`src/rtl/mem_port_arbiter.sv`:
```
// Shares one single-port memory between the fetch and data ports; ack arrives MEM_LATENCY+1 cycles after grant.
// Requesters hold req until ack. Data port wins conflicts unless MEM_ARB_ROUND_ROBIN_EN is defined.
module mem_port_arbiter #(
   parameter int ADDR_W      = 32,
   parameter int DATA_W      = 32,
   parameter int MEM_LATENCY = 1
) (
   input  logic              clk,
   input  logic              rst_n,
   input  logic              i_req,
   input  logic [ADDR_W-1:0] i_addr,
   output logic              i_ack,
   output logic [DATA_W-1:0] i_rdata,
   input  logic              d_req,
   input  logic              d_we,
   input  logic [ADDR_W-1:0] d_addr,
   input  logic [DATA_W-1:0] d_wdata,
   output logic              d_ack,
   output logic [DATA_W-1:0] d_rdata,
   output logic [ADDR_W-1:0] mem_address,
   output logic [DATA_W-1:0] mem_data_in,
   output logic              mem_write,
   input  logic [DATA_W-1:0] mem_data_out,
   output logic              busy
);
   typedef enum logic [1:0] {IDLE, WAIT, RESP} state_t;

   state_t     state, state_nxt;
   logic [3:0] cnt;
   logic       last_grant;   // 1 = data port, 0 = instruction port
   logic       i_elig, d_elig, grant, grant_d;

   always_ff @(posedge clk or negedge rst_n) begin
      if (!rst_n) state <= IDLE;
      else        state <= state_nxt;
   end

   always_comb begin
      state_nxt = state;
      i_ack     = 1'b0;
      d_ack     = 1'b0;
      busy      = 1'b0;
      // The port being acked in RESP still holds req that cycle; keep it out of the next grant.
      i_elig = i_req && !(state == RESP && !last_grant);
      d_elig = d_req && !(state == RESP && last_grant);
      grant  = (state != WAIT) && (i_elig || d_elig);
`ifdef MEM_ARB_ROUND_ROBIN_EN
      grant_d = d_elig && (!i_elig || !last_grant);
`else
      grant_d = d_elig;
`endif
      case (state)
         IDLE:    if (grant) state_nxt = WAIT;
         WAIT:    begin
            busy = 1'b1;
            if (cnt == 4'd1) state_nxt = RESP;
         end
         RESP:    begin
            i_ack     = !last_grant;
            d_ack     = last_grant;
            state_nxt = grant ? WAIT : IDLE;
         end
         default: state_nxt = IDLE;
      endcase
   end

   always_ff @(posedge clk or negedge rst_n) begin
      if (!rst_n) begin
         cnt         <= 4'd0;
         last_grant  <= 1'b0;
         mem_address <= '0;
         mem_data_in <= '0;
         mem_write   <= 1'b0;
         i_rdata     <= '0;
         d_rdata     <= '0;
      end else if (grant) begin
         mem_address <= grant_d ? d_addr : i_addr;
         if (grant_d) mem_data_in <= d_wdata;
         mem_write   <= grant_d && d_we;
         cnt         <= 4'(MEM_LATENCY);
         last_grant  <= grant_d;
      end else if (state == WAIT) begin
         mem_write <= 1'b0;
         cnt       <= cnt - 4'd1;
         if (cnt == 4'd1) begin
            if (last_grant) d_rdata <= mem_data_out;
            else            i_rdata <= mem_data_out;
         end
      end
   end
endmodule
```
`config.mk`:
```
export PLATFORM = sky130hd
export DESIGN_NAME = mem_port_arbiter
export DESIGN_NICKNAME = d
export VERILOG_FILES = /design/src/rtl/mem_port_arbiter.sv
export SDC_FILE = /design/constraint.sdc
export NUM_CORES = 1
export LEC_CHECK = 0
export ABC_AREA = 1
export ABC_CLOCK_PERIOD_IN_PS = 1640
export CORE_ASPECT_RATIO = 0.7
export CORE_MARGIN = 2
export CORE_UTILIZATION = 42
export CTS_BUF_LIST = sky130_fd_sc_hd__clkbuf_16
export DETAILED_ROUTE_END_ITERATION = 12
export PLACE_DENSITY = 0.88
export SLEW_MARGIN = 30
export SYNTH_ARGS = -nofsm -noshare
export SYNTH_HDL_FRONTEND = slang
export SYNTH_SLANG_ARGS = --single-unit
```
`constraint.sdc`:
```
create_clock -name clk -period 1.64 [get_ports clk]
set_input_delay 0.246 -clock clk [delete_from_list [all_inputs] [get_ports clk]]
set_output_delay 0.246 -clock clk [all_outputs]
set_load 0.05 [all_outputs]
```
==> results.txt, run 1 <==
CTS root buf - clkbuf_16
DRC - 0
internal power - 11.55 mW
Crit Reg-Reg Startpoint - cnt[1]
Post-Syn Area - 5781 µm²
Worst setup endpoint - i_ack
top post-synthesis cells by count - nand2_1, dfrtp_1, nand3_1, o21ai_1, inv_1
reg2reg setup slack - 0.13 ns
CP startpoint kind - flip-flop
CTS clk-pin slew, worst paths - 0.06 ns
Cell variety after synth - 21
initial DRC count - 279
fraction of layout cells with a size suffix above 1 - 0.2145
Antenna Cells - 0
Slew @ Worst Pin - 0.5131 ns
hpwl dp - 12,090 µm
Vert. Die Dim - 102.2 µm
syn nets - 807
Synth top area share - 0.5887
synthesized flop and latch total - 136
Post-Syn Instances - 672
CTS H-tree depth - 4
Synth area leader - dfrtp_1
final setup fails - 0
Logic pwr share - 0.553
routability cong. - 0.7977
clock skew - 0.009517 ns
Seq/Total Area, Yosys - 0.5887
Placement Cell Area - 8432 µm²
Final WS setup - 0.07535 ns
Hold Vio Cnt, Final - 0
CTS tree - yes
number of global-route vias before repair - 5,446
drt first pass iters - 5
RSZ-0062 raised after global routing - no
Critical path origin - last_grant
CP endpoint kind - output port
FILL cells - 1,019
Worst EP required - 1.39 ns
Initial Util - 0.4342
PwrDens - 2533 nW/µm²
Seq pwr share - 0.262
Achievable Freq - 639.1 MHz
syn_area_per_cell - 8.602 µm²
Arr. time, crit path - 1.32 ns
EDFF count, synth - 0
clock sinks - 136
area delta synth->final - 57.58%
Max-slew headroom - 0.6580
asr flop ratio synth - 1.000
Core Area - 13,310 µm²
PortBufs - 264
largest net degree at the start of global routing - 65
Hold WC Path Type - in -> async
status - completed
Post-CTS Setup Bufs - 0
Top FF cell, synth - dfrtp_1
final period utilization - 0.9541
nets - 1,073
total grt overflow - 0
final slew viol count - 0
average wire per cell in the routed design - 14.74 µm
Psw - 11.53 mW
RR Endpoint - i_rdata[24]
Max Root-Sink Buffers - 2
Max FO, Critical Path - 4
via count - 5,452
Total Neg Setup Slack - 0 ns
Crit Path Class - reg -> out
I/O Pins - 265
CTS buffer count - 17
worst hold margin - 0.3640 ns
DRT antenna net count - 0
first-pass GRT wire length - 26,590 µm
MaxCap Viol Count - 0
Post-Place Setup Slack - 0.007043 ns
Clk pwr share - 0.185
initial antenna violation count - 0
Ys Warns - 0
all-layer global routing usage - 0.2282
LEAKAGE - 4.794 nW
R2R cell count - 8
count leader, synth - nand2_1
total die area - 14,730 µm²
post-route minimum period - 1.565 ns
fin area - 9109 µm²
WL final - 16,740 µm
switching part of the total - 0.4996
Via density - 4.799
die width - 144.2 µm
# rows - 35
worst vdd ir - 1482 µV
worst skew pair latency - 0.40 ns
largest cells by area after synthesis - dfrtp_1, nand2_1, nand3_1, o21ai_1, inv_1
[metrics by stage]
stage          std cells  utilization  total power [mW]
3_3_place_gp        1103       0.6334             18.54
6_report            1136       0.6842             23.08
2_1_floorplan        672            -             14.54
4_1_cts             1136       0.6837             23.22
3_5_place_dp        1103       0.6334             18.83
5_1_grt             1136       0.6842             24.30
[layer usage]
layer,wire length (µm),GRT usage,up-vias
li1,-,-,2668
met1,7033,0.2963,2534
met2,8005,0.3744,223
met3,1414,0.06467,27
met4,289,0.07543,0
met5,0,0,-
[state kept, by name, indices dropped and copies added, names as in the netlist]
name and flops:
mem_write 1, state 2, mem_address 32, d_rdata 32
cnt 4, last_grant 1, mem_data_in 32, i_rdata 32
[cell families after synthesis]
group	count (synthesis)	share of synthesized area
xor gates and xnor gates	1	0.001515
AOI/OAI and AO/OA	67	0.05844
adders and majority gates	2	0.004328
DFF	136	0.5887
and+or+nand+nor	381	0.2827
buffers and inverters	85	0.06429
[worst max-delay path: stages (launching register included)]
cell and delay (ns):
dfrtp_2 0.46, inv_2 0.10, nand3_1 0.10, inv_1 0.12, buf_12 0.14
[how the worst min path moves through the flow]
stage | cells after the start | to
finish | 2 | mem_data_in[25]
global route | 3 | d_rdata[15]
CTS | 2 | mem_data_in[25]
detailed placement | 1 | mem_data_in[25]
global placement | 1 | mem_data_in[25]
floorplan | 0 | cnt[0]
[final cells by class]
class | instances | area [µm²] | share of cell area
Clock inverter | 15 | 235.2 | 0.02582
Sequential cell | 136 | 3405 | 0.3738
Tap cell | 185 | 231.5 | 0.02541
Multi-Input combinational cell | 451 | 2011 | 0.2207
Inverter | 44 | 167.7 | 0.01841
Clock buffer | 17 | 425.4 | 0.04670
Timing Repair Buffer | 288 | 2634 | 0.2891
[layout by cell type, fill, tap and decap left out]
cell,Yosys,routed
inv_1,40,39
bufinv_16,0,5
dfrtp_1,136,135
nand3_2,0,1
dfrtp_2,0,1
nand3_1,101,100
nand2_1,267,267
inv_4,1,1
o21ai_0,2,2
clkinvlp_4,0,1
buf_12,0,11
nor2_1,4,4
o21bai_1,1,1
nand2_2,1,1
inv_2,3,4
dlygate4sd3_1,0,1
clkinv_4,0,1
nor2_4,1,1
nand3_4,1,1
nand2_4,5,5
inv_6,0,6
clkinv_2,0,1
clkdlybuf4s50_1,0,131
nor2_8,1,1
xor2_1,1,1
clkbuf_16,0,17
ha_1,2,2
buf_6,0,1
buf_4,6,144
o21ai_1,64,64
inv_8,0,1
[what timing repair did]
action,CTS,global route
setup endpoints to repair,0,72
resized for setup,0,3
endpoints found under the hold margin,45,0
hold buffers,1,0
[power by group through the flow]
stage          sequential [mW]  combinational (mW)  clock (mW)
3_3_place_gp              5.99                12.5           0
2_1_floorplan             11.3                3.24           0
4_1_cts                   6.03                12.8        4.35
6_report                  6.04                12.8        4.26
3_5_place_dp              6.01                12.8           0
5_1_grt                   6.22                13.6        4.48
Power figures use the tool's default switching activity.
==> run 2: changes to the inputs <==
--- a/config.mk
+++ b/config.mk
@@ -8,11 +8,11 @@
 export ABC_AREA = 1
 export ABC_CLOCK_PERIOD_IN_PS = 1640
 export CORE_ASPECT_RATIO = 0.7
-export CORE_MARGIN = 2
-export CORE_UTILIZATION = 42
+export CORE_UTILIZATION = 63
 export CTS_BUF_LIST = sky130_fd_sc_hd__clkbuf_16
 export DETAILED_ROUTE_END_ITERATION = 12
-export PLACE_DENSITY = 0.88
+export DONT_BUFFER_PORTS = 1
+export PLACE_DENSITY = 0.86
 export SLEW_MARGIN = 30
 export SYNTH_ARGS = -nofsm -noshare
 export SYNTH_HDL_FRONTEND = slang
==> results.txt, run 2 (synthesized netlist as in run 1, its figures left out) <==
Crit Reg-Reg Startpoint - cnt[1]
Max FO, Critical Path - 64
CTS buffer count - 17
reg2reg setup slack - 0.09 ns
all-layer global routing usage - 0.3261
Hold WC Path Type - in -> async
die width - 116.5 µm
Slew @ Worst Pin - 0.5638 ns
RR Endpoint - d_rdata[15]
failing checks - negative hold slack
Crit Path Class - reg -> reg
CTS clk-pin slew, worst paths - 0.06 ns
# rows - 28
number of global-route vias before repair - 4,920
Core Area - 8688 µm²
Achievable Freq - 645.9 MHz
Vert. Die Dim - 82.14 µm
status - finished with violations
final setup fails - 0
DR WL met3 - 1406 µm
storage element area - 3405 µm²
PortBufs - 0
initial antenna violation count - 1
CTS root buf - clkbuf_16
worst skew pair latency - 0.40 ns
DRT antenna net count - 0
I/O Pins - 265
largest net degree at the start of global routing - 137
final period utilization - 0.9440
total die area - 9568 µm²
CTS tree - yes
Worst EP required - 1.91 ns
Via density - 5.761
nets - 847
worst hold margin - -0.4680 ns
DRC - 0
FILL cells - 536
wire length on met1 - 5623 µm
via count - 4,868
drt first pass iters - 5
slowest stage delay, CP - 0.38 ns
Post-CTS Hold Buffers - 48
Initial Util - 0.6653
Hold Vio Cnt, Final - 136
hpwl dp - 9222 µm
most frequent cells in the layout - nand2_1, dfrtp_1, nand3_1, o21ai_1, dlygate4sd3_1
R2R cell count - 8
MaxCap Viol Count - 0
Final WS setup - 0.09180 ns
Critical path origin - cnt[1]
Multi-input gate area - 2016 µm²
routability cong. - 0.8044
top sig layer - met4
Max-slew headroom - 0.6241
clock skew - 0.008976 ns
post-route minimum period - 1.548 ns
RSZ-0062 raised after global routing - no
Crit-path slowest cell - dfrtp_1
fraction of layout cells with a size suffix above 1 - 0.08564
total grt overflow - 0
Arr. time, crit path - 1.82 ns
WL final - 15,470 µm
CP Cell Sequence - inv_2 -> ha_1 -> nand3_2 -> nor2_8 -> nand2_4 -> buf_12 -> nand2_1 -> o21ai_1
average wire per cell in the routed design - 18.31 µm
Post-Place Setup Slack - 0.04273 ns
CP endpoint kind - flip-flop
initial DRC count - 369
CP startpoint kind - flip-flop
Final Non-Filler Cells - 845
Max Root-Sink Buffers - 2
commonest non-fill, non-tap cell in the layout - nand2_1
Total Neg Setup Slack - 0 ns
CTS H-tree depth - 4
final slew viol count - 0
clock sinks - 136
WL met2 - 7918 µm
placed cells - 764
area delta synth->final - 19.85%
first-pass GRT wire length - 23,200 µm
run 2: changes by cell type in the layout (fill, tap and decap cells not counted), sizes merged, moves of 5 or more:
cell,before,now
buf,156,14
clkinvlp,1,6
dlygate4sd3,1,48
inv,51,45
clkdlybuf4s50,131,0
run 2: layer usage:
| metal | GRT usage | vias up |
|---|---|---|
| li1 | - | 2216 |
| met1 | 0.3559 | 2331 |
| met3 | 0.1131 | 49 |
| met5 | 0 | - |
| met4 | 0.1821 | 0 |
| met2 | 0.5645 | 272 |
run 2: critical path: cells and delay by family, from the launching register on:
family,cells,cell delay [ns]
buffers and inverters,2,0.26
adder cells (fa/ha/maj),1,0.16
AND/OR/NAND/NOR,4,0.46
flip-flops,1,0.38
AO/OA/AOI/OAI,1,0.11
run 2: worst max path at each step:
stage,depth (start not counted),endpoint,slack [ns]
4_1_cts,8,i_rdata[11],0.03
5_1_grt,8,d_rdata[15],0.01
2_1_floorplan,7,d_rdata[11],0.07
6_report,8,d_rdata[15],0.09
3_5_place_dp,7,mem_address[7],0.04
3_3_place_gp,7,mem_address[7],0.13
run 2: final cells by class:
type,count,share of cell area
clock inverters,14,0.01951
multi-input cells,451,0.2910
inverters,44,0.02474
repair buffers,62,0.08994
well taps,120,0.02167
clock buffers,17,0.06141
flip-flops and latches,136,0.4914
diodes,1,0.0003612
run 2: what timing repair did:
| item | in CTS | in global routing |
|---|---|---|
| pin swaps | 1 | 0 |
| gates resized for setup | 2 | 3 |
| setup buffers | 1 | 0 |
| endpoints found under the setup margin | 2 | 58 |
| hold endpoints to repair | 198 | 136 |
run 2: metrics by stage:
step	hold slack, ns	utilization	cell area [µm²]
6_report	-0.4680	0.7974	6928
5_1_grt	-0.4899	0.7974	6928
4_1_cts	-0.4864	0.7959	6915
3_5_place_dp	-0.04802	0.6747	5862
3_3_place_gp	-0.04750	0.6747	5862
2_1_floorplan	-0.04959	-	5781
Power of run 2 is not shown: default switching activity piles up to over one toggle a cycle in this logic, so the estimate is an artifact.
==> variant 1, RTL diff (flow settings as in run 2) <==
The parameter `ADDR_W` goes from 32 to 28.
--- a/src/rtl/mem_port_arbiter.sv
+++ b/src/rtl/mem_port_arbiter.sv
@@ -1,7 +1,7 @@
 // Shares one single-port memory between the fetch and data ports; ack arrives MEM_LATENCY+1 cycles after grant.
 // Requesters hold req until ack. Data port wins conflicts unless MEM_ARB_ROUND_ROBIN_EN is defined.
 module mem_port_arbiter #(
-   parameter int ADDR_W      = 32,
+   parameter int ADDR_W      = 28,
    parameter int DATA_W      = 32,
    parameter int MEM_LATENCY = 1
 ) (
Ports: changed (resized d_addr, i_addr and mem_address); port bits go from 265 to 253. No check against the original RTL was run, so the function may have changed too.
==> variant 1 against run 2 <==
  * The run still ends with negative hold slack left
  * Via count is 5.0% lower
  * Synthesized area is 3.2% lower
  * Worst setup slack worse by 0.052 ns
  * Sequential cell count is 4 lower
  * Wire length is 7.4% lower
  * Final area is 2.0% lower
  * Sequential share of layout area is 0.49 points lower
  * Non-clock buffer count is 2 higher
  * Highest routed layer unchanged
Power is left out: the tool's default activity adds up to more than one toggle a clock period on the data nets, which glitch-free logic cannot reach.
==> variant 1: results (changes against run 2) <==
Seq/Total Area, Yosys=59.0% (was 58.9%); Hold WS=-0.467 ns (was -0.468 ns); cts hold-fix bufs=43 (was 48); antenna violations before repair=0 (was 1); first-pass GRT wire length=21900 um (was 23200 um); IO buf count=0 (unchanged); CP Max Fanout=9 (was 64); share of layout cells above drive strength 1=9.73% (was 8.56%); drt first pass iters=5 (unchanged); Placed Area=0.00567 mm2 (was 0.00586 mm2); clock slew at reported path FFs=0.06 ns (about the same); syn avg cell area=8.70 um2 (was 8.60 um2); M2 GR Usage=52.5% (was 56.4%); synth warn=0 (unchanged); total wire length=14300 um (was 15500 um); skew final=0.00739 ns (was 0.00898 ns); prevailing post-synth register cell=dfrtp_1 (unchanged); Root Buffer=clkbuf_16 (unchanged); Yosys cell types=21 (unchanged); Tot GR Track Use=31.2% (was 32.6%); H-tree levels=4 (unchanged); largest cells by area after synthesis=dfrtp_1, nand2_1, nand3_1 (unchanged); Final nets=813 (was 847); met2 wire len=7100 um (was 7920 um); most frequent cells after synthesis=nand2_1, dfrtp_1, nand3_1 (unchanged); DRT iter0 DRCs=324 (was 369); DR vias=4625 (was 4868); TritonCTS Buffers=17 (unchanged); Post-synth ARST share=100% (unchanged); largest net degree at the start of global routing=133 (was 137); run status=finished with violations (unchanged); GPL Wtd Cong=0.779 (was 0.804); CP arrival=1.35 ns (was 1.82 ns); dpl cells=738 (was 764); Worst slew margin=64.7% (was 62.4%); clk_lat worst skew=0.40 ns (about the same); Longest Clk Path Bufs=2 (unchanged); Fin. Hold Viols=132 (was 136); Synthesized Nets=770 (was 807); failing checks=negative hold slack (unchanged); met1 WL=5680 um (was 5620 um); Post-DP HPWL=8660 um (was 9220 um); M3 GR Usage=9.33% (was 11.3%); ANT cells=0 (was 1); fillers=521 (was 536); Worst path max stage delay=between 0.3 and 0.4 ns; HP Class=in2async (unchanged); most common cell in the netlist=nand2_1 (unchanged); met1 Resource Use GR=37.8% (was 35.6%); crit-path leading delay family=buffers and inverters (was simple AND/OR/NAND/NOR gates); Non-Filler Instances=819 (was 845); CP max-delay cell=dfrtp_1 (unchanged); routed wl met3=1170 um (was 1410 um); dpl ws=0.0497 ns (was 0.0427 ns)
-- variant 1: cell count changes in the layout (fill, tap and decap cells not counted), sizes merged, moves of 3 or more --
cell and change:
clkinv +3, nand3 -8, dlygate4sd3 -5, dfrtp -4, buf +6, nand2 -16
-- variant 1: cell families after synthesis --
kind of cell / after synthesis / share of synthesized area [%]
AND/OR/NAND/NOR: 357 / 27.0
flip-flops: 132 / 59.0
buffers and inverters: 84 / 7.36
AO/OA/AOI/OAI: 67 / 6.04
adder cells (fa/ha/maj): 2 / 0.447
XOR/XNOR: 1 / 0.157
-- variant 1: final timing paths --
kind                                  from              to  slack [ns]  depth (start not counted)
max in group asynchronous            rst_n      last_grant        1.96                          0
worst min register to register      cnt[3]          cnt[3]        0.55                          3
worst max-delay path              state[0]           d_ack        0.04                          5
min in group clk                d_wdata[9]  mem_data_in[9]           0                          2
worst min-delay path                 rst_n      d_rdata[3]       -0.47                          0
worst max register to register      cnt[1]     i_rdata[17]        0.11                          8
-- variant 1: final cells by class --
cell class / instances / share of cell area [%]
clock inverters: 15 / 2.08
well taps: 120 / 2.21
multi-input cells: 427 / 27.9
flip-flops and latches: 132 / 48.7
inverters: 44 / 2.49
repair buffers: 64 / 10.4
clock buffers: 17 / 6.26
-- variant 1: what timing repair did --
action                                 in CTS  in global routing
gates resized for setup                     9                  5
endpoints found under the hold margin     181                132
setup endpoints to repair                   2                 56
gates cloned                                1                  0
buffers inserted                            0                  5
-- variant 1: per-stage QoR --
| step | hold slack, ns | util, % |
|---|---|---|
| 6_report | -0.467 | 79.4 |
| 5_1_grt | -0.484 | 79.4 |
| 4_1_cts | -0.476 | 78.8 |
| 3_5_place_dp | -0.0481 | 66.4 |
| 3_3_place_gp | -0.0476 | 66.4 |
| 2_1_floorplan | -0.0496 | - |
==> variant 2, RTL diff (flow settings as in run 2) <==
Without the edit above. Reset style: synchronous (`rst_n`), changed in 2 clocked blocks.
--- a/src/rtl/mem_port_arbiter.sv
+++ b/src/rtl/mem_port_arbiter.sv
@@ -30,7 +30,7 @@
    logic       last_grant;   // 1 = data port, 0 = instruction port
    logic       i_elig, d_elig, grant, grant_d;
 
-   always_ff @(posedge clk or negedge rst_n) begin
+   always_ff @(posedge clk) begin
       if (!rst_n) state <= IDLE;
       else        state <= state_nxt;
    end
@@ -64,7 +64,7 @@
       endcase
    end
 
-   always_ff @(posedge clk or negedge rst_n) begin
+   always_ff @(posedge clk) begin
       if (!rst_n) begin
          cnt         <= 4'd0;
          last_grant  <= 1'b0;
Formal check against the unedited RTL: differs if rst_n is asserted again (counterexample within 4 cycles, from zero or initial values and one cycle with rst_n low); with rst_n held inactive, the same outputs for 4 cycles.
==> variant 2 against run 2 <==
  * The run still ends with negative hold slack left
  * Final cell count rose by 12%
  * Wire length rose by 3.2%
  * First-iteration DRC count grew 66%
  * Via count is 12% higher
  * Final area shrank 2.8%
  * Worst setup slack worse by 0.031 ns
  * Sequential cell count unchanged
  * Synthesized area fell by 5.6%
  * Highest routed layer unchanged
==> variant 2: results (changes against run 2) <==
Root Buffer=clkbuf_16 (unchanged); GPL Wtd Cong=0.766 (was 0.804); largest cells by area after synthesis=dfxtp_1, nand2_1, nor2_1 (was dfrtp_1, nand2_1, nand3_1); dpl cells=868 (was 764); TritonCTS Buffers=17 (unchanged); Pleak=2.88 nW; Non-Filler Instances=947 (was 845); CP arrival=1.33 ns (was 1.82 ns); Tot GR Track Use=33.6% (was 32.6%); Longest Clk Path Bufs=2 (unchanged); post-detailed-route count of antenna-violating nets=0 (unchanged); fillers=543 (was 536); Post-synth ARST share=0% (was 100%); run status=finished with violations (unchanged); H-tree levels=4 (unchanged); total wire length=16000 um (was 15500 um); Hold WS=-0.000553 ns (was -0.468 ns); drt first pass iters=6 (was 5); Synthesized Nets=916 (was 807); prevailing post-synth register cell=dfxtp_1 (was dfrtp_1); Seq/Total Area, Yosys=49.9% (was 58.9%); ANT cells=0 (was 1); vias in the first global route=4873 (was 4920); DRT iter0 DRCs=611 (was 369); skew final=0.00692 ns (was 0.00898 ns); IO buf count=0 (unchanged); Via density=5.76 (about the same); antenna violations before repair=0 (was 1); HP Class=in2reg (was in2async); Max IR drop VDD=approximately 860 uV; first-pass GRT wire length=23600 um (was 23200 um); Fin. Hold Viols=1 (was 136); clk_lat worst skew=0.40 ns (about the same); Reg2Reg Setup Slack=0.08 ns; failing checks=negative hold slack (unchanged); Yosys cell types=19 (was 21); largest net degree at the start of global routing=65 (was 137); Post-DP HPWL=9300 um (was 9220 um); Mapped Cells=781 (was 672); synth warn=0 (unchanged); worst-margin pin slew=0.591 ns (was 0.564 ns); clock slew at reported path FFs=0.06 ns (about the same); CP Max Fanout=17 (was 64); share of layout cells above drive strength 1=8.22% (was 8.56%); most frequent cells after synthesis=nand2_1, dfxtp_1, nor2_1 (was nand2_1, dfrtp_1, nand3_1)
variant 2: cell types whose count changed after synthesis, moves of 2 or more:
cell and delta:
o21ai_1 -64, nor2_1 +129, nand2_1 -32, dfxtp_1 +136, nand2_4 -5, dfrtp_1 -136, a21oi_1 +67, buf_2 -8
buf_1 -3, or2_2 +2, clkbuf_1 +24, o21ai_0 +32, nand3_1 -30
variant 2: cells by family (layout without fill, tap and decap cells):
| logic type | count (synthesis) | count (layout) | synth area share, % |
|---|---|---|---|
| AO/OA/AOI/OAI | 101 | 101 | 9.26 |
| XOR/XNOR | 2 | 2 | 0.321 |
| AND/OR/NAND/NOR | 445 | 445 | 32.9 |
| buffers and inverters | 95 | 141 | 7.20 |
| flip-flops | 136 | 136 | 49.9 |
| adder cells (fa/ha/maj) | 2 | 2 | 0.458 |
variant 2: worst paths after layout:
check	to	from	cells past startpoint
worst max-delay path	d_ack	last_grant	4
worst min-delay path	d_rdata[20]	mem_data_out[20]	2
worst max register to register	i_rdata[29]	cnt[1]	6
worst min register to register	cnt[1]	cnt[1]	2
variant 2: area by class of cell:
class | count | share of cell area, %
clock buffer | 17 | 6.32
sequential | 136 | 40.5
tap | 120 | 2.23
clock inverter | 14 | 2.71
timing repair buffer | 68 | 10.7
inverter | 42 | 2.42
multi-input combinational | 550 | 35.2
variant 2: worst max-delay path, stage by stage, from the launching register on:
cell and delay, ns:
dfxtp_2 0.42, nand3_4 0.12, buf_12 0.17, inv_1 0.07, buf_6 0.15
variant 2: power by group:
| group | switching, mW | leakage (nW) | internal (mW) |
|---|---|---|---|
| Combinational | 0.673 | 1.47 | 0.406 |
| Sequential | 0.869 | 1.11 | 3.53 |
| Clock | 1.40 | 0.294 | 2.52 |
variant 2: through the flow:
stage / power [mW] / utilization [%] / worst slack, ns / setup TNS, ns / area [um2]
after floorplan: 5.15 / - / 0.0506 / 0 / 5460
after detailed placement: 5.36 / 65.9 / -0.0178 / -0.0393 / 5560
after CTS: 9.37 / 78.4 / 0.00486 / 0 / 6620
after global routing: 9.75 / 79.8 / -0.000703 / -0.000703 / 6730
after global placement: 5.31 / 65.9 / 0.139 / 0 / 5560
final: 9.40 / 79.8 / 0.0611 / 0 / 6730
variant 2: metal layers:
layer | track usage (%) | wire, um | up-vias
met3 | 11.4 | 1570 | 75
met4 | 21.1 | 694 | 0
met1 | 35.6 | 5820 | 2473
met5 | 0 | 0 | -
li1 | - | - | 2528
met2 | 58.3 | 7890 | 378
variant 2: what timing repair did:
item | in CTS | in global routing
cloned | 0 | 1
endpoints found under the setup margin | 7 | 33
hold buffers | 43 | 3
resized for setup | 5 | 20
buffers inserted | 0 | 1
endpoints found under the hold margin | 102 | 3
pin swaps | 0 | 1
